==> config.mk <==
export PLATFORM = sky130hd
export DESIGN_NAME = cache_way_sel_pipe
export DESIGN_NICKNAME = d
export VERILOG_FILES = /design/src/rtl/cache_sel_pkg.sv /design/src/rtl/way_select_comb.sv /design/src/rtl/cache_way_sel_pipe.sv
export SDC_FILE = /design/constraint.sdc
export NUM_CORES = 1
export LEC_CHECK = 0
export CORE_AREA = 2 2 345 347
export DETAILED_ROUTE_END_ITERATION = 16
export DIE_AREA = 0 0 347 349
export PLACE_DENSITY = 0.43
export RECOVER_POWER = 100
export SLEW_MARGIN = 20
export SYNTH_ARGS = -nofsm -noshare
export SYNTH_HDL_FRONTEND = slang
export SYNTH_SLANG_ARGS = --single-unit
==> constraint.sdc <==
create_clock -name clk -period 1.7 [get_ports clk]
set_input_delay 0.34 -clock clk [delete_from_list [all_inputs] [get_ports clk]]
set_output_delay 0.34 -clock clk [all_outputs]
set_load 0.01 [all_outputs]
==> src/rtl/cache_sel_pkg.sv <==
// cache_sel_pkg
//   Shared types and helpers for the cache way-select blocks.
//   sel_mode_e    : how a way select is encoded (binary index or one-hot hit vector)
//   ERR_CNT_W     : width of the saturating illegal-select counter
//   onehot_to_idx : one-hot vector -> {index, illegal}
package cache_sel_pkg;

   typedef enum logic {
      SEL_BINARY = 1'b0,
      SEL_ONEHOT = 1'b1
   } sel_mode_e;

   localparam int ERR_CNT_W = 8;
   localparam int MAX_WAYS  = 256;

   typedef struct packed {
      logic [7:0] idx;
      logic       illegal;
   } sel_dec_t;

   // Lowest set bit wins; zero or multiple bits set is flagged illegal.
   // With no bit set the index falls back to way 0.
   function automatic sel_dec_t onehot_to_idx(input logic [MAX_WAYS-1:0] hot,
                                              input int ways);
      sel_dec_t res;
      int       cnt;
      res = '0;
      cnt = 0;
      for (int i = MAX_WAYS-1; i >= 0; i--) begin
         if (i < ways && hot[i]) begin
            res.idx = 8'(i);
            cnt     = cnt + 1;
         end
      end
      res.illegal = (cnt != 1);
      return res;
   endfunction

endpackage

==> src/rtl/way_select_comb.sv <==
// way_select_comb
//   Combinational WAYS:1 select of one way's {data, addr} slice.
//   way_data_i : flattened lines, way i at [i*WIDTH +: WIDTH]
//   way_addr_i : flattened addresses, way i at [i*AWIDTH +: AWIDTH]
//   idx_i      : binary way index (out-of-range index returns way 0)
//   data_o     : selected line, bit-exact
//   addr_o     : selected address, bit-exact
module way_select_comb #(
   parameter  int WIDTH  = 256,
   parameter  int AWIDTH = 32,
   parameter  int WAYS   = 2,
   localparam int IDXW   = $clog2(WAYS)
) (
   input  logic [WAYS*WIDTH-1:0]  way_data_i,
   input  logic [WAYS*AWIDTH-1:0] way_addr_i,
   input  logic [IDXW-1:0]        idx_i,
   output logic [WIDTH-1:0]       data_o,
   output logic [AWIDTH-1:0]      addr_o
);

   always_comb begin
      data_o = way_data_i[0 +: WIDTH];
      addr_o = way_addr_i[0 +: AWIDTH];
      for (int i = 1; i < WAYS; i++) begin
         if (idx_i == IDXW'(i)) begin
            data_o = way_data_i[i*WIDTH +: WIDTH];
            addr_o = way_addr_i[i*AWIDTH +: AWIDTH];
         end
      end
   end

endmodule

==> src/rtl/cache_way_sel_pipe.sv <==
// cache_way_sel_pipe
//   Selects one way's {line, address} from a captured beat and delivers it
//   through a registered valid/ready output stage with one skid slot.
//   clk, rst_n           : clock, async active-low reset
//   in_valid / in_ready  : input handshake (in_ready is registered)
//   way_data / way_addr  : flattened per-way lines and addresses
//   sel                  : way select, binary index or one-hot per ONEHOT
//   out_valid / out_ready: output handshake
//   out_data/addr/way    : selected line, address and binary way index
//   sel_err / err_count  : sticky illegal-select flag, saturating count
module cache_way_sel_pipe
   import cache_sel_pkg::*;
#(
   parameter  int WIDTH  = 256,
   parameter  int AWIDTH = 32,
   parameter  int WAYS   = 2,
   parameter  int ONEHOT = 0,
   localparam int SELW   = (ONEHOT != 0) ? WAYS : $clog2(WAYS),
   localparam int IDXW   = $clog2(WAYS)
) (
   input  logic                  clk,
   input  logic                  rst_n,
   input  logic                  in_valid,
   output logic                  in_ready,
   input  logic [WAYS*WIDTH-1:0]  way_data,
   input  logic [WAYS*AWIDTH-1:0] way_addr,
   input  logic [SELW-1:0]       sel,
   output logic                  out_valid,
   input  logic                  out_ready,
   output logic [WIDTH-1:0]      out_data,
   output logic [AWIDTH-1:0]     out_addr,
   output logic [IDXW-1:0]       out_way,
   output logic                  sel_err,
   output logic [ERR_CNT_W-1:0]  err_count
);

   localparam sel_mode_e MODE = (ONEHOT != 0) ? SEL_ONEHOT : SEL_BINARY;

   logic [IDXW-1:0]   dec_idx;
   logic              dec_illegal;
   logic [WIDTH-1:0]  sel_data;
   logic [AWIDTH-1:0] sel_addr;

   if (MODE == SEL_ONEHOT) begin : g_onehot
      sel_dec_t dec;
      always_comb begin
         dec         = onehot_to_idx(MAX_WAYS'(sel), WAYS);
         dec_idx     = dec.idx[IDXW-1:0];
         dec_illegal = dec.illegal;
      end
   end else begin : g_binary
      always_comb begin
         dec_illegal = (32'(sel) >= 32'(WAYS));
         dec_idx     = dec_illegal ? '0 : sel;
      end
   end

   way_select_comb #(
      .WIDTH  (WIDTH),
      .AWIDTH (AWIDTH),
      .WAYS   (WAYS)
   ) u_way_select (
      .way_data_i (way_data),
      .way_addr_i (way_addr),
      .idx_i      (dec_idx),
      .data_o     (sel_data),
      .addr_o     (sel_addr)
   );

   logic              or_valid_q, or_valid_d;
   logic [WIDTH-1:0]  or_data_q,  or_data_d;
   logic [AWIDTH-1:0] or_addr_q,  or_addr_d;
   logic [IDXW-1:0]   or_way_q,   or_way_d;
   logic              sk_valid_q, sk_valid_d;
   logic [WIDTH-1:0]  sk_data_q,  sk_data_d;
   logic [AWIDTH-1:0] sk_addr_q,  sk_addr_d;
   logic [IDXW-1:0]   sk_way_q,   sk_way_d;
   logic              err_q,      err_d;
   logic [ERR_CNT_W-1:0] cnt_q,   cnt_d;

   logic accept;
   logic deliver;

   assign accept  = in_valid && !sk_valid_q;
   assign deliver = or_valid_q && out_ready;

   always_comb begin
      or_valid_d = or_valid_q;
      or_data_d  = or_data_q;
      or_addr_d  = or_addr_q;
      or_way_d   = or_way_q;
      sk_valid_d = sk_valid_q;
      sk_data_d  = sk_data_q;
      sk_addr_d  = sk_addr_q;
      sk_way_d   = sk_way_q;
      err_d      = err_q;
      cnt_d      = cnt_q;

      // accept is impossible while the skid is full, so the first branch
      // never competes with an incoming beat.
      if (sk_valid_q && deliver) begin
         or_data_d  = sk_data_q;
         or_addr_d  = sk_addr_q;
         or_way_d   = sk_way_q;
         sk_valid_d = 1'b0;
      end else if (accept && (!or_valid_q || deliver)) begin
         or_valid_d = 1'b1;
         or_data_d  = sel_data;
         or_addr_d  = sel_addr;
         or_way_d   = dec_idx;
      end else if (accept) begin
         sk_valid_d = 1'b1;
         sk_data_d  = sel_data;
         sk_addr_d  = sel_addr;
         sk_way_d   = dec_idx;
      end else if (deliver) begin
         or_valid_d = 1'b0;
      end

      if (accept && dec_illegal) begin
         err_d = 1'b1;
         if (cnt_q != '1) cnt_d = cnt_q + 1'b1;
      end
   end

   always_ff @(posedge clk or negedge rst_n) begin
      if (!rst_n) begin
         or_valid_q <= 1'b0;
         or_data_q  <= '0;
         or_addr_q  <= '0;
         or_way_q   <= '0;
         sk_valid_q <= 1'b0;
         sk_data_q  <= '0;
         sk_addr_q  <= '0;
         sk_way_q   <= '0;
         err_q      <= 1'b0;
         cnt_q      <= '0;
      end else begin
         or_valid_q <= or_valid_d;
         or_data_q  <= or_data_d;
         or_addr_q  <= or_addr_d;
         or_way_q   <= or_way_d;
         sk_valid_q <= sk_valid_d;
         sk_data_q  <= sk_data_d;
         sk_addr_q  <= sk_addr_d;
         sk_way_q   <= sk_way_d;
         err_q      <= err_d;
         cnt_q      <= cnt_d;
      end
   end

   assign in_ready  = !sk_valid_q;
   assign out_valid = or_valid_q;
   assign out_data  = or_data_q;
   assign out_addr  = or_addr_q;
   assign out_way   = or_way_q;
   assign sel_err   = err_q;
   assign err_count = cnt_q;

endmodule

==> run metrics, run 1 <==
status=complete, but fails checks; violated checks=setup timing; net switching power=24.8 mW; DRT Wirelength=111,000 um; CP Max Fanout=8; Worst-path clk slew=0.06 ns; n_diodes=0; TritonCTS clock tree=yes; synthesized area=25,800 sq um; Total Power=69.6 mW; CTS buffer count=72; Pwr Density=1630 nW/um^2; Die W=347 um; Synthesis Warnings=0; P_int=44.8 mW; Avg Inst Size Synth=11.1 sq um; Max Slew Vio Count=0; Async S/R FF share, synth=100%; total die area=121,000 sq um; critical path required time=2.20 ns; Synth Register Bits=580; crit end category=flip-flop; relative slew slack=28.2%; Via density=4.60; max_cap viols=0; Avg WL per Cell=21.8 um; setup ws final=-0.0144 ns; Ports=881; clock share of power=22.8%; Peak VDD IR=0.794 mV; area share of the largest cell type after synthesis=56.3%; Post-synth EDFFs=0; Tcrit/Tclk final=101%; Combinational Power Share=41.3%; Row Count=126; Final setup viols=2; Synth cell types=22; min Tclk post-route=1.71 ns; P&R area growth vs syn=65.7%; Startpoint Class=flip-flop; Reg area=14,500 sq um; layout cells sized above 1=20.6%; Buf/Inv on CP=4; Port Buffers=871; RSZ-0062 raised after global routing=yes; prevailing post-synth register cell=dfrtp_1; Slew @ Worst Pin=1.08 ns; Starting Density=21.9%; antenna violations before repair=2; Iter 0 DRT Violations=1,379; Pre-antenna DRT Iters=5; WS Path Type=reg -> reg; Synth area leaders=dfrtp_1, mux2i_1, a221o_1, a21oi_1, nor3_1; nets=4,071; Syn Inst Count=2,322; fill count=11,713; CTS sink cnt=580; Slowest-stage cell, CP=dfrtp_1; Seq pwr share=35.9%; Fin Clk Skew=0.0231 ns; sequential area share after synthesis=56.3%; post-synth top area cell=dfrtp_1; DP Wirelength=76,700 um; first-pass GRT wire length=152,000 um; antenna-violating nets left=0; vias in the first global route=22,842; Die Ht=349 um; switch share=35.7%; largest net degree at the start of global routing=76; Worst-Skew Late Latency=0.63 ns; pre-CTS WS=-0.394 ns; Clock Root Buffer=clkbuf_16; f_max=0.583 GHz; Final GP Congestion=0.758; Final Hold Vio Count=0; Worst Path Arrival=2.21 ns; CP peak stage delay=0.41 ns; Hold Crit Class=in -> reg; total global-route track usage=16.4%; Max clock buf depth=3; core footprint=117,000 sq um; DRC=0; crit-path cells=buf_6, and4bb_4, buf_8, buf_12, clkbuf_16, mux2_4; LEAKAGE=18.3 nW; htree depth=3; multi-input logic area=10,300 sq um; total grt overflow=0; vias=23,378; CP delay by family, top=buffers and inverters
## metrics by stage
step	area, sq um	hold WS [ns]	util (%)	instances	setup TNS (ns)
global placement	39200	0.257	33.4	4912	-163.22
finish	42700	0.316	36.3	5081	-0.0172
global route	42700	0.311	36.3	5081	-6.37
floorplan	25800	0.0444	-	2330	0
detailed placement	39200	0.259	33.4	4912	-171.97
CTS	41600	0.165	35.5	5044	-0.0361
## power groups by stage
stage | registers (mW) | clock network (mW) | logic [mW]
4_1_cts | 24.8 | 16.4 | 27.8
2_1_floorplan | 25.6 | 0 | 12.0
3_3_place_gp | 24.9 | 0 | 29.1
3_5_place_dp | 24.9 | 0 | 29.4
5_1_grt | 25.8 | 16.9 | 31.1
6_report | 25.0 | 15.9 | 28.7
## placed cells by master, fill, tap and decap left out, types with 39 or more instances in the layout
master and instances:
clkdlybuf4s15_1 182, buf_12 51, nor3_1 261, buf_4 324, clkdlybuf4s50_1 578, clkdlybuf4s15_2 53
a221o_1 266, nor2_2 39, mux2i_1 288, nor2_1 244, dfrtp_1 578, clkbuf_16 99
a21oi_1 282
## logic make-up (layout without fill, tap and decap cells)
group,Yosys count,count (layout),synth area share (%)
and+or+nand+nor,607,607,10.5
other,1,9,0.0146
DFF,580,580,56.3
muxes,289,289,11.2
buffers and inverters,241,1456,4.81
AOI/OAI and AO/OA,604,604,17.2
## synthesized netlist by cell type, drive strengths merged, types with 2 or more instances
| master | number |
|---|---|
| mux2i | 288 |
| clkbuf | 29 |
| dfrtp | 580 |
| nand2b | 2 |
| nor2b | 2 |
| a221o | 266 |
| nand2 | 24 |
| nor3 | 265 |
| inv | 2 |
| and3 | 25 |
| buf | 210 |
| nor2 | 288 |
| o31ai | 23 |
| a21oi | 314 |
## final cells by class
type                            instances  share of cell area [%]
Clock buffer                          108                    5.15
Clock inverter                         21                   0.604
Inverter                                2                  0.0176
Multi-Input combinational cell       1509                    24.2
Sequential cell                       580                    34.0
Tap cell                             1536                    4.50
Timing Repair Buffer                 1325                    31.5
## path summary, 6_finish.rpt
check                                                 from                   endpoint  slack, ns  cells after the start
worst min-delay path                                   sel  sk_addr_q[24]$_DFFE_PN0P_       0.32                      4
worst max register to register      sk_valid_q$_DFFE_PN0P_       sk_way_q$_DFFE_PN0P_      -0.01                      6
worst min register to register  sk_data_q[237]$_DFFE_PN0P_  out_data[237]$_DFFE_PN0P_       0.48                      2
max in group asynchronous                            rst_n  out_data[175]$_DFFE_PN0P_       0.17                      4
min in group asynchronous                            rst_n  out_data[239]$_DFFE_PN0P_       0.44                      2
worst max-delay path                sk_valid_q$_DFFE_PN0P_       sk_way_q$_DFFE_PN0P_      -0.01                      6
## per-layer routing
layer	vias to the layer above	share of wire, %	global-route usage (%)
li1	10988	-	-
met1	11593	41	20.0
met2	683	52	29.2
met3	110	4.9	3.33
met4	4	2.0	4.41
met5	-	0.031	0
## sequential cells by signal (all words and copies together) (netlist names)
signal,count
out_addr,32
out_data,256
out_valid,1
out_way,1
sk_addr_q,32
sk_data_q,256
sk_valid_q,1
sk_way_q,1
## worst reg2reg max path, cell delays in order (launching register included)
cell and delay [ns]:
dfrtp_1 0.41, buf_6 0.13, and4bb_4 0.35, buf_8 0.14, buf_12 0.11, clkbuf_16 0.16
mux2_4 0.30
## repair_timing
item	in CTS	in global routing
setup buffers	2	5
hold buffers	1	0
resized for setup	617	148
hold endpoints to repair	312	0
gates cloned	0	32
pin swaps	0	1
setup endpoints to repair	290	299
(Power assumes the default switching activity.)
==> run 2: changes to the inputs <==
--- a/config.mk
+++ b/config.mk
@@ -5,9 +5,9 @@
 export SDC_FILE = /design/constraint.sdc
 export NUM_CORES = 1
 export LEC_CHECK = 0
-export CORE_AREA = 2 2 345 347
+export CORE_AREA = 2 2 341 343
 export DETAILED_ROUTE_END_ITERATION = 16
-export DIE_AREA = 0 0 347 349
+export DIE_AREA = 0 0 343 345
 export PLACE_DENSITY = 0.43
 export RECOVER_POWER = 100
 export SLEW_MARGIN = 20
==> run 2 against run 1 <==
  * Hold slack got worse by 0.15 ns
  * Register-to-register slack improved by 0.02 ns
  * Critical endpoint is now out_data[158]$_DFFE_PN0P_
  * Combinational power down 2%
  * The run now ends clean
  * Largest power group unchanged
==> run metrics, run 2 (same netlist as run 1, synthesis figures left out) <==
DRT Wirelength=108,000 um; fill count=11,455; Worst Path Arrival=2.20 ns; Tcrit/Tclk final=99.9%; total grt overflow=0; vias in the first global route=24,476; crit end category=flip-flop; RSZ-0062 raised after global routing=yes; Slew @ Worst Pin=0.895 ns; Via density=4.71; min Tclk post-route=1.70 ns; Hold Crit Class=in -> async; Fin Clk Skew=0.0165 ns; core footprint=115,000 sq um; R2R depth=5; crit-path cells=and3_4, buf_4, buf_12, clkbuf_16, a221o_1; critical path required time=2.20 ns; Starting Density=22.4%; total negative slack=0 ns; TritonCTS clock tree=yes; DRC=0; commonest non-fill, non-tap cell in the layout=dfrtp_1; antenna violations before repair=2; CTS sink cnt=580; Final setup viols=0; Port Buffers=871; Peak VDD IR=0.699 mV; Die W=343 um; htree depth=3; multi-input logic area=10,100 sq um; max_cap viols=0; CP peak stage delay=0.42 ns; DP Wirelength=79,400 um; nets=4,046; Total Power=68.8 mW; Reg area=14,500 sq um; Avg WL per Cell=21.4 um; Slowest-stage cell, CP=dfrtp_1; pre-CTS WS=-0.429 ns; CP Max Fanout=32; setup ws final=0.00171 ns; Worst-Skew Late Latency=0.63 ns; Row Count=125; Ports=881; Pre-antenna DRT Iters=6; Clock Root Buffer=clkbuf_16; WS Path Type=reg -> reg; first-pass GRT wire length=155,000 um; Worst-path clk slew=0.06 ns; flop2flop setup slack=0.002 ns; Pwr Density=1650 nW/um^2; Iter 0 DRT Violations=1,638; Worst R2R End=out_data[158]$_DFFE_PN0P_; relative slew slack=40.3%; Startpoint Class=flip-flop; Max clock buf depth=3; CTS buffer count=70; Die Ht=345 um; total die area=118,000 sq um; LEAKAGE=17.9 nW; worst setup path endpoint=out_data[158]$_DFFE_PN0P_; status=complete, no violations; final core utilization=36.2%; most frequent cells in the layout=dfrtp_1, clkdlybuf4s50_1, buf_4; Final Hold Vio Count=0; n_diodes=0; f_max=0.589 GHz; antenna-violating nets left=0; Final GP Congestion=0.823; Reg2Reg Launch Point=sk_valid_q$_DFFE_PN0P_; P&R area growth vs syn=61.8%; largest net degree at the start of global routing=84; total global-route track usage=17.2%; Worst Setup SP=sk_valid_q$_DFFE_PN0P_; layout cells sized above 1=18.4%; Max Slew Vio Count=0; vias=23,770
==> run 2: what timing repair did <==
item                                    in CTS  in global routing
endpoints found under the setup margin     291                233
cloned                                       0                 10
pin swaps                                    0                  1
resized for setup                          699                 35
endpoints found under the hold margin      230                  0
setup buffers                                8                  7
hold buffers                                 1                  0
==> run 2: cell type report <==
| class | instances | area share, % |
|---|---|---|
| flip-flops and latches | 580 | 34.8 |
| repair buffers | 1302 | 30.7 |
| multi-input cells | 1509 | 24.2 |
| clock buffers | 108 | 5.06 |
| well taps | 1524 | 4.57 |
| clock inverters | 17 | 0.672 |
| inverters | 2 | 0.0300 |
==> run 2: power breakdown <==
group	leakage (nW)	internal (mW)	switching [mW]
Combinational	10.0	14.1	14.0
Clock	1.17	9.35	6.20
Sequential	6.74	20.8	4.38
==> run 2: worst min path at each step <==
stage	slack, ns	cells past startpoint	end
after floorplan	0.04	0	out_addr[0]$_DFFE_PN0P_
after global placement	0.24	1	out_data[235]$_DFFE_PN0P_
after detailed placement	0.25	1	out_data[243]$_DFFE_PN0P_
after CTS	0.14	2	out_data[235]$_DFFE_PN0P_
after global routing	0.16	2	out_data[235]$_DFFE_PN0P_
final	0.17	2	out_data[243]$_DFFE_PN0P_
==> run 2: per-layer routing <==
layer / vias to the layer above / global-route usage, % / wire length, um
met4: 2 / 6.74 / 3840
met2: 820 / 29.9 / 54100
met1: 11879 / 20.7 / 43900
li1: 10924 / - / -
met3: 145 / 3.40 / 6310
met5: - / 0 / 13
==> run 2: metrics by stage <==
step                area (sq um)  hold WS (ns)  cells
finish                     41700         0.171   5042
global route               41700         0.161   5042
CTS                        41500         0.145   5025
detailed placement         39000         0.252   4891
global placement           39000         0.241   4891
floorplan                  25800        0.0444   2330
==> run 2: worst max-delay path: cells and delay by family (launching register included) <==
family	cells	cell delay (ns)
compound gates	1	0.34
simple gates	1	0.22
flops	1	0.42
buf+inv	3	0.54
==> patch 1, RTL diff (settings of run 2) <==
Make the reset (`rst_n`) synchronous in one clocked block. Comments in the files are not updated.
--- a/src/rtl/cache_way_sel_pipe.sv
+++ b/src/rtl/cache_way_sel_pipe.sv
@@ -123,7 +123,7 @@
       end
    end
 
-   always_ff @(posedge clk or negedge rst_n) begin
+   always_ff @(posedge clk) begin
       if (!rst_n) begin
          or_valid_q <= 1'b0;
          or_data_q  <= '0;
Function: changed (Yosys sat finds a counterexample within 4 cycles, from zero or initial values and one cycle with rst_n low; the reset may be asserted at any time).
==> patch 1 against run 2 <==
  * Setup slack better by 0.013 ns
  * Wire length down 9.3%
  * Area after synthesis up 4.0%
  * Synthesized cell count down 2.5%
  * Fmax up 0.74%
  * Worst hold slack better by 0.094 ns
  * Sequential cell count unchanged
  * Critical path depth up 1
  * Via count down 13%
  * Final cell count down 5.2%
  * Final area down 2.9%
  * Critical path type unchanged
  * Critical endpoint is now sk_data_q[99]$_SDFFE_PN0P_
Power is not compared: it rests on default switching activity, and its combinational part moved more than twofold at a synthesized area within 25%.
==> patch 1: results (changes against run 2) <==
* Status: finished, final reports clean
* Clk_skew at 0.0213 ns (+0.00485 ns)
* CTS HTree Levels at 3 (unchanged)
* Setup ws final at 0.0142 ns (+0.0125 ns)
* Complex-gate fraction of the synthesized area at 12.6% (-4.6 points)
* Area contributors post-synth: dfxtp_1 43%, mux2i_1 21%, mux2_2 12%
* Critical Path AT at 2.18 ns (-0.02 ns)
* Detailed Routing Iterations Pass 1 at 4 (-2)
* All-Layer GR Usage at 15.9% (-1.3 points)
* Root buffer cell: clkbuf_16
* CTS buffer count at 72 (+2.9%)
* Yosys warning count at 0 (unchanged)
* DRT iter0 DRCs at 667 (-59%)
* Worst reg2reg endpoint: sk_data_q[99]$_SDFFE_PN0P_
* Crit. Startpoint: sk_valid_q$_SDFFE_PP0P_
* Largest fanout on the critical path at 22 (-31%)
* Synth Flop Type: dfxtp_1
* Post-DP HPWL at 74000 um (-6.8%)
* Max Cap Viol at 0 (unchanged)
* Gpl congestion at 0.745 (-9.5%)
* Largest net degree at the start of global routing at 140 (+67%)
* Cells after Synth at 2265 (-2.5%)
* Port Buffers at 871 (unchanged)
* Capturing element type of the critical path: flip-flop
* CP Launch Type: flip-flop
* CTS max path bufs at 3 (unchanged)
* Worst r2r src: sk_valid_q$_SDFFE_PP0P_
* Async SR Flop Fraction at 0% (-100 points)
* Commonest cells post-synth: 580 x dfxtp_1, 555 x mux2i_1, 288 x mux2_2
* Layout cells sized above 1 at 22.2% (+3.8 points)
* Adder-Cell Fraction of Synth Area at 0% (unchanged)
* Slowest CP cell: dfxtp_4
* Initial antenna violation count at 8 (+6)
* R2r setup slk at 0.01 ns
* Clock slew seen by the registers of the worst setup and hold paths at 0.06 ns (about the same)
* First-pass GRT wire length at 142000 um (-8.5%)
* Leak at approximately 17 nW
* XOR/XNOR share of the synthesized area at 0% (unchanged)
* Drt total wl at 98000 um (-9.3%)
* Vias in the first global route at 22106 (-9.7%)
* Hold Crit Class: in2reg
* Dpl ws at -0.563 ns (-0.134 ns)
* Nets@finish at 3779 (-6.6%)
* Crit-path leading delay family: buffers and inverters
* Placement-stage cell area at 38300 um2 (-1.7%)
* Beginning of the worst hold path: rst_n
* Hold path cells at 3
* Reg2reg path depth at 6 (+1)
* Post-route insts no fill at 4779 (-5.2%)
* CP max stage delay at 0.36 ns (-0.06 ns)
* Drt via density at 4.32 (-8.3%)
* Peak VDD IR at ~0.55 mV
* Sequential area share after synthesis at 43.3% (-13 points)
* Placed Cells incl. Taps at 4643 (-5.1%)
* Clock latency on the worst-skew pair at between 0.6 and 0.7 ns
* Post-synthesis mux area share at 32.8% (+22 points)
* Tightest Pin Transition at 0.651 ns (-0.244 ns)
* Yosys cell types at 24 (+9.1%)
-- patch 1: kinds of logic after synthesis --
logic type	Yosys count
flops	580
compound gates	317
other cells	1
buf+inv	229
mux	843
simple gates	295
-- patch 1: final cells by class --
type,count,area [um2]
Antenna cell,5,12.5
Fill cell,11481,74600
Clock buffer,105,2080
Multi-Input combinational cell,1464,14000
Tap cell,1524,1910
Timing Repair Buffer,1055,10500
Clock inverter,21,240
Sequential cell,580,11600
Inverter,25,93.8
-- patch 1: routing by layer --
layer  global-route usage (%)  vias up  routed length, um
met4                     4.54        8               2000
li1                         -    10070                  -
met1                     18.4     9883              40200
met2                     27.7      596              48100
met3                     5.03      112               7590
met5                        0        -                 47
-- patch 1: repair_timing --
| item | in CTS | in global routing |
|---|---|---|
| gates resized for setup | 396 | 44 |
| gates cloned | 0 | 2 |
| pin swaps | 1 | 2 |
| buffers inserted | 0 | 3 |
| setup endpoints to repair | 388 | 367 |
| endpoints found under the hold margin | 0 | 0 |
-- patch 1: worst min-delay path by stage --
stage | endpoint | slack, ns
floorplan | sk_data_q[232]$_SDFFE_PN0P_ | 0.47
global placement | out_data[74]$_SDFFE_PN0P_ | 0.44
detailed placement | out_data[237]$_SDFFE_PN0P_ | 0.45
CTS | sk_valid_q$_SDFFE_PP0P_ | 0.25
global route | sk_valid_q$_SDFFE_PP0P_ | 0.28
finish | sk_data_q[233]$_SDFFE_PN0P_ | 0.26
-- patch 1: power by group --
| part | switching, mW | leakage (nW) | internal, mW |
|---|---|---|---|
| sequential | 0.433 | 4.74 | 14.3 |
| combinational | 2.77 | 11.2 | 3.46 |
| clock | 6.07 | 1.14 | 9.10 |
| total | 9.27 | 17.1 | 26.9 |
-- patch 1: worst reg2reg max path: cells and delay by family, from the launching register on --
| family | cells | cell delay, ns |
|---|---|---|
| mux | 1 | 0.25 |
| simple gates | 2 | 0.33 |
| flops | 1 | 0.36 |
| buf+inv | 3 | 0.63 |
==> patch 2, RTL diff (flow settings as in run 2) <==
Without the edit above. `AWIDTH` is set to 32 in 2 places; all go to 28.
--- a/src/rtl/way_select_comb.sv
+++ b/src/rtl/way_select_comb.sv
@@ -7,7 +7,7 @@
 //   addr_o     : selected address, bit-exact
 module way_select_comb #(
    parameter  int WIDTH  = 256,
-   parameter  int AWIDTH = 32,
+   parameter  int AWIDTH = 28,
    parameter  int WAYS   = 2,
    localparam int IDXW   = $clog2(WAYS)
 ) (
--- a/src/rtl/cache_way_sel_pipe.sv
+++ b/src/rtl/cache_way_sel_pipe.sv
@@ -12,7 +12,7 @@
    import cache_sel_pkg::*;
 #(
    parameter  int WIDTH  = 256,
-   parameter  int AWIDTH = 32,
+   parameter  int AWIDTH = 28,
    parameter  int WAYS   = 2,
    parameter  int ONEHOT = 0,
    localparam int SELW   = (ONEHOT != 0) ? WAYS : $clog2(WAYS),
Ports: changed (resized out_addr and way_addr); port bits go from 881 to 869. The function was not compared with the original's and may differ.
==> patch 2 against run 2 <==
  * Sequential power shrank 2%
  * Die area is the same
  * Largest power group unchanged
  * Clock skew grew 0.00075 ns
  * Critical endpoint is now out_data[33]$_DFFE_PN0P_
  * Setup slack lost 0.18 ns
  * Final area grew 2.7%
  * Via count shrank 0.26%
  * Sequential cell count shrank 8
  * Power grew 1.9%
  * The flow now finishes with violations (setup timing)
  * Global-route usage grew 0.50 points
  * Area after synthesis shrank 1.2%
  * Wire length grew 4.1%
==> patch 2: results (changes against run 2) <==
* Status: finished, violations left
* Failing checks: setup timing
* Tightest Pin Transition at 1.03 ns (+0.136 ns)
* DRT iter0 DRCs at 1523 (-7.0%)
* Yosys cell types at 24 (+9.1%)
* Hold Crit Class: in2reg
* Psw at 25.4 mW (+3.1%)
* Hold EP: sk_data_q[240]$_DFFE_PN0P_
* Fillers at 11241 (-1.9%)
* Drt wl/cell at 22.5 um (+4.8%)
* Beginning of the worst hold path: sel
* Worst reg2reg endpoint: out_data[33]$_DFFE_PN0P_
* Commonest cells post-synth: 572 x dfrtp_1, 284 x a21oi_1, 284 x mux2i_1, 284 x nor2_1, 262 x a221o_1
* Crit. Startpoint: sk_valid_q$_DFFE_PN0P_
* Root buffer cell: clkbuf_16
* Layout cells sized above 1 at 22.1% (+3.6 points)
* Gpl congestion at 0.854 (+3.8%)
* Leak at 18.2 nW (+1.8%)
* Largest fanout on the critical path at 15 (-53%)
* Post-DP HPWL at 76400 um (-3.8%)
* Combinational power share at 43.5% (+2.6 points)
* Nets@finish at 4004 (-1.0%)
* Sequential area share after synthesis at 56.2% (-0.097 points)
* Final setup fails at 511 (+511)
* Initial antenna violation count at 1 (-1)
* Setup ws final at -0.177 ns (-0.179 ns)
* Pwr Density at 1640 nW/um2 (-0.80%)
* Slowest CP cell: dfrtp_2
* Crit-path leading delay family: compound AO/OA/AOI/OAI gates
* Hold_ws at 0.367 ns (+0.196 ns)
* Peak VDD IR at 0.791 mV (+13%)
* Area contributors post-synth: dfrtp_1 56%, mux2i_1 11%, a221o_1 10%
* Detailed Routing Iterations Pass 1 at 5 (-1)
* Port Buffers at 859 (-1.4%)
* Clk_skew at 0.0172 ns (+0.000752 ns)
* All-Layer GR Usage at 17.7% (+0.50 points)
* Largest net degree at the start of global routing at 72 (-14%)
* Via count of the routed design at 23708 (-0.26%)
* Hold path cells at 4
* Dpl ws at -0.433 ns (-0.00397 ns)
* First-pass GRT wire length at 159000 um (+2.3%)
* CP max stage delay at ~0.43 ns
* Reg2reg path depth at 6 (+1)
* CTS HTree Levels at 3 (unchanged)
* CTS buffer count at 69 (-1.4%)
* Sequential share of power at 35.2% (-1.3 points)
[patch 2: cell count changes after synthesis, moves of 24 or more]
cell	before	now
buf_2	186	105
clkbuf_1	29	74
a21oi_1	313	284
buf_6	3	29
and3_1	25	1
[patch 2: timing repair]
action                     in CTS  in global routing
hold endpoints to repair      166                  0
hold buffers                    1                  0
resized for setup             731                 94
cloned                         29                 23
pin swaps                       8                 26
setup endpoints to repair     821                603
buffers inserted               30                  7
[patch 2: cell families after synthesis]
group / Yosys count / share of synthesized area (%)
and+or+nand+nor: 575 / 10.1
AOI/OAI and AO/OA: 572 / 16.4
DFF: 572 / 56.2
muxes: 308 / 12.2
buffers and inverters: 237 / 5.01
other: 1 / 0.0147
[patch 2: worst reg2reg max path: cells and delay by family (launching register included)]
family                 cells  cell delay (ns)
AOI/OAI and AO/OA          2             0.61
buffers and inverters      3             0.56
and+or+nand+nor            1             0.16
DFF                        1             0.43
[patch 2: layout make-up]
cell class / count / area, um2 / area share, %
inverters: 2 / 7.51 / 0.0175
clock inverters: 28 / 317 / 0.739
clock buffers: 97 / 1960 / 4.58
well taps: 1524 / 1910 / 4.45
multi-input cells: 1464 / 10300 / 24.0
repair buffers: 1322 / 14000 / 32.7
diodes: 1 / 2.50 / 0.00584
flip-flops and latches: 572 / 14300 / 33.5
[patch 2: through the flow]
step           area, um2  utilization (%)  setup TNS [ns]  instances
3_5_place_dp       38300             33.3         -195.01       4796
6_report           42800             37.2          -51.00       5010
4_1_cts            42000             36.5          -47.76       4981
3_3_place_gp       38300             33.3         -182.66       4796
2_1_floorplan      25500                -               0       2273
5_1_grt            42800             37.2          -90.25       5009
[patch 2: routing by layer]
layer | share of wire [%] | track usage [%]
met5 | 0 | 0
met4 | 2.4 | 4.89
met3 | 5.3 | 3.46
met2 | 51 | 31.6
met1 | 41 | 21.4
